### src/rtl/serial_add_pkg.sv
// Shared types and helpers for the bit-serial adder sequencer.
package serial_add_pkg;

  typedef enum logic [1:0] {
    IDLE  = 2'd0,
    SHIFT = 2'd1,
    DONE  = 2'd2
  } state_e;

  localparam int DEFAULT_WIDTH = 8;

  // Counter must hold the value WIDTH itself, hence WIDTH+1.
  function automatic int cnt_width(input int width);
    return $clog2(width + 1);
  endfunction

endpackage

### src/rtl/serial_add_seq_ha_cell.sv
// Half-adder cell: the shared one-bit datapath primitive.
module ha_cell (
  input  logic x,
  input  logic y,
  output logic s,
  output logic c
);

  assign s = x ^ y;
  assign c = x & y;

endmodule

### src/rtl/serial_add_seq.sv
// Bit-serial WIDTH-bit adder sequencer, LSB first, WIDTH+2 cycles per operation.
// Optional signed-overflow output enabled by defining SERIAL_ADD_OVF_EN.
module serial_add_seq
  import serial_add_pkg::*;
#(
  parameter int WIDTH = DEFAULT_WIDTH
) (
  input  logic             clk,
  input  logic             rst_n,
  input  logic             start,
  input  logic [WIDTH-1:0] a,
  input  logic [WIDTH-1:0] b,
  output logic             ready,
  output logic             busy,
  output logic             done,
  output logic [WIDTH-1:0] sum,
  output logic             cout
`ifdef SERIAL_ADD_OVF_EN
  ,
  output logic             ovf
`endif
);

  localparam int CW = cnt_width(WIDTH);

  state_e           state_q, state_d;
  logic [CW-1:0]    cnt_q, cnt_d;
  logic [WIDTH-1:0] a_q, a_d;
  logic [WIDTH-1:0] b_q, b_d;
  logic [WIDTH-1:0] sum_q, sum_d;
  logic             carry_q, carry_d;
  logic             cout_q, cout_d;
  logic             ready_q, ready_d;
  logic             busy_q, busy_d;
  logic             done_q, done_d;
`ifdef SERIAL_ADD_OVF_EN
  logic             cmsb_q, cmsb_d;
`endif

  logic s1, c1, sbit, c2;

  ha_cell u_ha1 (.x(a_q[0]), .y(b_q[0]),  .s(s1),   .c(c1));
  ha_cell u_ha2 (.x(s1),     .y(carry_q), .s(sbit), .c(c2));

  always_comb begin
    state_d = state_q;
    cnt_d   = cnt_q;
    a_d     = a_q;
    b_d     = b_q;
    sum_d   = sum_q;
    carry_d = carry_q;
    cout_d  = cout_q;
    ready_d = ready_q;
    busy_d  = busy_q;
    done_d  = 1'b0;
`ifdef SERIAL_ADD_OVF_EN
    cmsb_d  = cmsb_q;
`endif
    case (state_q)
      IDLE: begin
        if (start) begin
          state_d = SHIFT;
          a_d     = a;
          b_d     = b;
          carry_d = 1'b0;
          cnt_d   = CW'(WIDTH);
          ready_d = 1'b0;
          busy_d  = 1'b1;
        end
      end
      SHIFT: begin
        sum_d   = {sbit, sum_q[WIDTH-1:1]};
        a_d     = a_q >> 1;
        b_d     = b_q >> 1;
        carry_d = c1 | c2;
        cnt_d   = cnt_q - CW'(1);
        if (cnt_q == CW'(1)) begin
          // Last bit: carry_q is still the carry into the MSB here.
          state_d = DONE;
          cout_d  = c1 | c2;
          done_d  = 1'b1;
`ifdef SERIAL_ADD_OVF_EN
          cmsb_d  = carry_q;
`endif
        end
      end
      DONE: begin
        state_d = IDLE;
        ready_d = 1'b1;
        busy_d  = 1'b0;
      end
      default: begin
        state_d = IDLE;
        ready_d = 1'b1;
        busy_d  = 1'b0;
      end
    endcase
  end

  always_ff @(posedge clk or negedge rst_n) begin
    if (!rst_n) begin
      state_q <= IDLE;
      cnt_q   <= '0;
      a_q     <= '0;
      b_q     <= '0;
      sum_q   <= '0;
      carry_q <= 1'b0;
      cout_q  <= 1'b0;
      ready_q <= 1'b1;
      busy_q  <= 1'b0;
      done_q  <= 1'b0;
`ifdef SERIAL_ADD_OVF_EN
      cmsb_q  <= 1'b0;
`endif
    end else begin
      state_q <= state_d;
      cnt_q   <= cnt_d;
      a_q     <= a_d;
      b_q     <= b_d;
      sum_q   <= sum_d;
      carry_q <= carry_d;
      cout_q  <= cout_d;
      ready_q <= ready_d;
      busy_q  <= busy_d;
      done_q  <= done_d;
`ifdef SERIAL_ADD_OVF_EN
      cmsb_q  <= cmsb_d;
`endif
    end
  end

  assign ready = ready_q;
  assign busy  = busy_q;
  assign done  = done_q;
  assign sum   = sum_q;
  assign cout  = cout_q;
`ifdef SERIAL_ADD_OVF_EN
  assign ovf   = cmsb_q ^ cout_q;
`endif

endmodule

### config.mk
export PLATFORM = sky130hd
export DESIGN_NAME = serial_add_seq
export DESIGN_NICKNAME = d
export VERILOG_FILES = /design/src/rtl/serial_add_pkg.sv /design/src/rtl/serial_add_seq_ha_cell.sv /design/src/rtl/serial_add_seq.sv
export SDC_FILE = /design/constraint.sdc
export NUM_CORES = 1
export LEC_CHECK = 0
export CAP_MARGIN = 20
export CELL_PAD_IN_SITES_DETAIL_PLACEMENT = 1
export CELL_PAD_IN_SITES_GLOBAL_PLACEMENT = 2
export CORE_MARGIN = 10
export CORE_UTILIZATION = 32
export DETAILED_ROUTE_END_ITERATION = 10
export PLACE_DENSITY_LB_ADDON = 0.15
export SLEW_MARGIN = 5
export SYNTH_ARGS = -nofsm -noshare
export SYNTH_HDL_FRONTEND = slang
export SYNTH_SLANG_ARGS = --single-unit
### constraint.sdc
create_clock -name clk -period 1.65 [get_ports clk]
set_clock_uncertainty 0.2 [all_clocks]
set_input_delay 0.2475 -clock clk [delete_from_list [all_inputs] [get_ports clk]]
set_output_delay 0.2475 -clock clk [all_outputs]
set_load 0.005 [all_outputs]
==> metrics.md, run 1 <==
| Metric | Value |
|---|---|
| Placed cell areas | `1940 um2` |
| GRT met1 Usage | `11.5%` |
| Startpoint Class | `flip-flop` |
| Clock sink count | `35` |
| CTS HTree Levels | `2` |
| Hold Fails Final Rpt | `0` |
| MaxCap Viol Count | `0` |
| Cell family with most CP delay | `buffers and inverters` |
| R2R Setup Slk | `0.16 ns` |
| Layout cells sized above 1 | `12.6%` |
| Vias in the first global route | `1289` |
| Drt wl/cell | `14.0 um` |
| Clock transition at path regs | `0.07 ns` |
| Peak supply drop | `0.000581 V` |
| Comb power frac | `41.9%` |
| Rel. slew slack | `70.2%` |
| Final setup vio count | `0` |
| Cell leakage power | `0.00106 uW` |
| Clock power share | `18.3%` |
| Syn Nets | `169` |
| Int Pwr | `2440 uW` |
| CTS Buf Count | `5` |
| Register area share after synthesis | `56.7%` |
| Top Ports | `31` |
| Met2 GRT Util | `15.6%` |
| Via count | `1146` |
| Final Critical Period | `1.60 ns` |
| Syn Std Cell Area | `1550 um2` |
| Worst reg2reg path depth | `4` |
| CP max stage cell | `clkdlybuf4s50_1` |
| Setup CP Type | `flip-flop to output port` |
| DRT antenna net count | `0` |
| Worst-Margin Slew | `0.447 ns` |
| Distinct cells, synth | `29` |
| Core ar. | `4690 um2` |
| Post-DP HPWL | `2500 um` |
| Die area | `8010 um2` |
| Buf/Inv on CP | `1` |
| Reg-to-Reg End | `a_q[6]` |
| HP Class | `flip-flop to flip-flop` |
| Placer Congestion | `0.765` |
| Initial antenna violation count | `0` |
| Synthesized instance count | `147` |
| Largest net degree at the start of global routing | `36` |
| DRT iter0 DRCs | `47` |
| Fin Setup TNS | `0 ns` |
| Busiest layer in global routing | `met2` |
| Layout Nets | `211` |
| Critical path fanouts, max | `2` |
| RSZ-0062 raised after global routing | `false` |
| Sw Share | `34.4%` |
| CTS tree | `yes` |
| Drt first pass iters | `3` |
| Final-report max-slew violation count | `0` |
| Skew-Pair Late Insertion Delay | `0.28 ns` |
| Register bit total from synthesis | `35` |
| Die H | `89.5 um` |
| Worst setup endpoint | `cout` |
| Crit path DAT | `1.15 ns` |
| Drt drc | `0` |
| First-pass GRT wire length | `6100 um` |
| Highest clock rate | `625 MHz` |
| Final wirelength | `3420 um` |
| GRT overflow | `0` |
| Total Routing Usage GR | `9.69%` |
| Worst r2r src | `state_q[1]` |
| Switching power total | `1280 uW` |
| Initial Util | `33.0%` |
| Commonest non-fill, non-tap cell in the layout | `nand2_1` |
| Warnings, synthesis | `0` |
| Worst setup path startpoint | `cout` |
| PwrDens | `1790 nW/um2` |
| Clock root buffer | `clkbuf_8` |
| Rows | `25` |
| Critical Path Sink Type | `output port` |
| DR vias/cell | `4.70` |
| Die W | `89.5 um` |
| Status | `finished clean` |
| Antenna diodes | `0` |
| Syn avg cell area | `10.5 um2` |
| Worst path depth | `1` |
| Largest stage delay on the critical path | `0.51 ns` |
| Flop pwr share | `39.8%` |
| Final period util | `97.0%` |
| Design area | `2070 um2` |
| GRT met3 Usage | `3.92%` |
| Most frequent cells in the layout | `nand2_1, dfrtp_1, clkdlybuf4s50_1, mux2i_1, o21ai_0` |
| Critical Path, Cell by Cell | `clkdlybuf4s50_1` |
| Synthesis-to-layout area growth | `34.0%` |
| Clk buf depth | `2` |
| Required @ worst endpoint | `1.20 ns` |
| IO Port Bufs | `30` |
repair_timing:
item,in CTS,in global routing
hold endpoints to repair,34,0
endpoints found under the setup margin,1,7
gates resized for setup,1,5
hold buffers,1,0
buffers inserted,0,2
logic make-up (layout without fill, tap and decap cells):
kind of cell / after synthesis / after routing / share of synthesized area, %
simple gates: 54 / 54 / 15.0
flops: 35 / 35 / 56.7
compound gates: 28 / 28 / 9.95
mux: 16 / 16 / 10.7
buf+inv: 11 / 54 / 4.69
fa+ha+maj: 3 / 3 / 2.91
worst min path at each step:
stage                 from  endpoint  slack (ns)  cells after the start
finish              a_q[2]    a_q[2]        0.28                      2
global route         ready     ready        0.33                      1
CTS                 a_q[2]    a_q[2]        0.29                      2
detailed placement   rst_n    a_q[7]        0.12                      2
global placement     rst_n      busy        0.11                      2
floorplan            rst_n    a_q[0]       -0.25                      0
power by group through the flow:
stage               clock network, uW  logic (uW)  registers, uW
floorplan                           0         990           1480
global placement                    0        1530           1490
detailed placement                  0        1590           1510
CTS                               703        1580           1490
global route                      741        1790           1550
finish                            681        1560           1480
Yosys cell counts:
cell      count  area, um2
a211o_1       1       8.76
a21o_1        1       7.51
a21oi_1       4       20.0
a22o_1        1       8.76
a31oi_1       1       6.26
and3_1        1       6.26
and3_4        1       11.3
buf_12        1       20.0
buf_2         2       10.0
buf_4         1       7.51
buf_6         1       11.3
clkbuf_1      1       3.75
clkbuf_2      1       5.00
dfrtp_1      34        851
dfstp_2       1       26.3
fa_1          1       20.0
ha_1          2       25.0
inv_1         4       15.0
mux2_4        1       15.0
mux2i_1      15        150
nand2_1      44        165
nand2b_1      2       12.5
nor2_1        1       3.75
nor2b_1       3       18.8
nor2b_2       1       8.76
o21ai_0      11       55.1
o21ai_1       8       40.0
o21bai_1      1       7.51
or3_1         1       6.26
state kept, by name, summed over array words and instances, names as in the netlist:
name / cells
a_q: 8
b_q: 8
busy: 1
carry_q: 1
cnt_q: 4
cout: 1
done: 1
ready: 1
state_q: 2
sum: 8
stage by stage:
stage / setup WS (ns) / power [uW] / util (%) / instances / hold slack (ns)
6_report: 0.0493 / 3710 / 44.2 / 244 / 0.285
5_1_grt: 0.000680 / 4080 / 44.2 / 244 / 0.331
4_1_cts: 0.00259 / 3780 / 43.6 / 242 / 0.290
3_5_place_dp: 0.0151 / 3090 / 41.3 / 233 / 0.119
3_3_place_gp: 0.0807 / 3020 / 41.3 / 233 / 0.113
2_1_floorplan: 0.148 / 2470 / - / 147 / -0.248
per-layer routing:
layer  share of wire, %  vias to the layer above
met1                 45                      557
met4                1.0                        0
met5                  0                        -
met2                 49                       20
li1                   -                      565
met3                5.6                        4
final cells by class:
cell class	count	area [um2]
Fill cell	517	2620
Sequential cell	35	877
Inverter	4	15.0
Clock buffer	8	100
Multi-Input combinational cell	101	601
Timing Repair Buffer	42	412
Tap cell	54	67.6
Power figures use the tool's default switching activity.
==> run 2, diff against run 1 <==
Settings changed: HOLD_SLACK_MARGIN from default to 0.1.
Clock period 1.65 ns to 1.8 ns, I/O delays scaled along.
==> run 2 against run 1 <==
Effect of this change:
- sequential share of layout area rose by 0.78 points
- die area unchanged
- critical path depth unchanged
- first-iteration DRC count down 49%
- combinational power decreased by 12%
- global-route usage barely moved
==> metrics.md, run 2 (synthesis gave the netlist of run 1 again) <==
| Metric | Value |
|---|---|
| RSZ-0062 raised after global routing | `false` |
| Postcts setup bufs | `0` |
| Vias in the first global route | `1292` |
| DRT iter0 DRCs | `24` |
| Total Routing Usage GR | `9.74%` |
| PwrDens | `1650 nW/um2` |
| Rel. slew slack | `74.3%` |
| Initial antenna violation count | `0` |
| Initial Util | `33.0%` |
| Clk buf depth | `2` |
| Hold Fails Final Rpt | `0` |
| Largest stage delay on the critical path | `0.53 ns` |
| GRT overflow | `0` |
| Largest net degree at the start of global routing | `31` |
| Critical Path Sink Type | `output port` |
| Fin util | `43.4%` |
| Layout cells sized above 1 | `10.3%` |
| Final wirelength | `3420 um` |
| Fin Setup TNS | `0 ns` |
| DR vias/cell | `4.76` |
| Core ar. | `4690 um2` |
| Layout Nets | `206` |
| CTS HTree Levels | `2` |
| CP max stage cell | `clkdlybuf4s50_1` |
| Cell leakage power | `0.000983 uW` |
| Synthesis-to-layout area growth | `31.6%` |
| HP Class | `input port to asynchronous set/reset pin` |
| Critical Path, Cell by Cell | `clkdlybuf4s50_1` |
| Required @ worst endpoint | `1.33 ns` |
| Die H | `89.5 um` |
| Clock root buffer | `clkbuf_8` |
| Clock transition at path regs | `0.07 ns` |
| Via count | `1137` |
| Startpoint Class | `flip-flop` |
| Final Critical Period | `1.66 ns` |
| Final-report max-slew violation count | `0` |
| Buf/Inv on CP | `1` |
| Most frequent cells in the layout | `nand2_1, dfrtp_1, clkdlybuf4s50_1, mux2i_1, o21ai_0` |
| Peak supply drop | `0.000467 V` |
| CTS tree | `yes` |
| First-pass GRT wire length | `6000 um` |
| Post-DP HPWL | `2570 um` |
| Status | `finished clean` |
| Layout fillers | `533` |
| Setup CP Type | `flip-flop to output port` |
| Antenna diodes | `0` |
| Drt drc | `0` |
| Clock sink count | `35` |
| Worst-Margin Slew | `0.385 ns` |
| Die W | `89.5 um` |
| Top Ports | `31` |
| Skew-Pair Late Insertion Delay | `0.28 ns` |
| Placer Congestion | `0.804` |
| Crit path DAT | `1.19 ns` |
| CTS Buf Count | `5` |
| Highest clock rate | `604 MHz` |
| DRT antenna net count | `0` |
| Critical path fanouts, max | `3` |
| Die area | `8010 um2` |
| Drt first pass iters | `3` |
| Final period util | `92.0%` |
| MaxCap Viol Count | `0` |
| Drt wl/cell | `14.3 um` |
| Cell family with most CP delay | `buffers and inverters` |
| Commonest non-fill, non-tap cell in the layout | `nand2_1` |
| IO Port Bufs | `30` |
| Final setup vio count | `0` |
| Rows | `25` |
[run 2: stage by stage]
step	worst slack [ns]	cell area [um2]	hold WS, ns	total power [uW]	cells
after floorplan	0.298	1550	-0.226	2260	147
after global routing	0.0826	2030	0.284	3710	239
after global placement	0.121	1930	0.0122	2750	230
after detailed placement	0.0660	1930	0.0180	2820	230
final	0.144	2030	0.242	3370	239
after CTS	0.122	2030	0.249	3450	239
[run 2: what timing repair did]
action | 4_1_cts | 5_1_grt
setup endpoints to repair | 1 | 0
hold buffers | 1 | 0
gates resized for setup | 1 | 0
hold endpoints to repair | 35 | 0
[run 2: worst paths after layout]
kind | cells after the start | slack, ns | to | start
max | 1 | 0.14 | sum[6] | sum[6]
min | 2 | 0.24 | b_q[5] | rst_n
max reg2reg | 4 | 0.26 | a_q[0] | state_q[1]
min reg2reg | 2 | 0.28 | sum[0] | sum[0]
max in group asynchronous | 3 | 0.72 | a_q[1] | rst_n
min in group clk | 2 | 0.28 | sum[0] | sum[0]
[run 2: where the power goes]
group	internal (uW)	switching, uW
sequential	1140	230
clock	349	269
combinational	717	656
[run 2: metal layers]
| metal | GRT usage (%) | vias up | routed length, um |
|---|---|---|---|
| met2 | 16.1 | 21 | 1670 |
| met3 | 4.56 | 4 | 217 |
| met4 | 3.47 | 0 | 40 |
| li1 | - | 559 | - |
| met5 | 0 | - | 0 |
| met1 | 10.7 | 553 | 1490 |
[run 2: layout make-up]
type	count	area (um2)	share of cell area, %
Tap cell	54	67.6	3.32
Multi-Input combinational cell	101	601	29.5
Inverter	4	15.0	0.738
Sequential cell	35	877	43.1
Clock buffer	8	100	4.92
Timing Repair Buffer	37	374	18.4
==> run 3, diff against run 2 <==
Settings changed: TNS_END_PERCENT from default to 30.
==> results of run 3 <==
Final layout, timing and power as in run 2 (identical DEF).
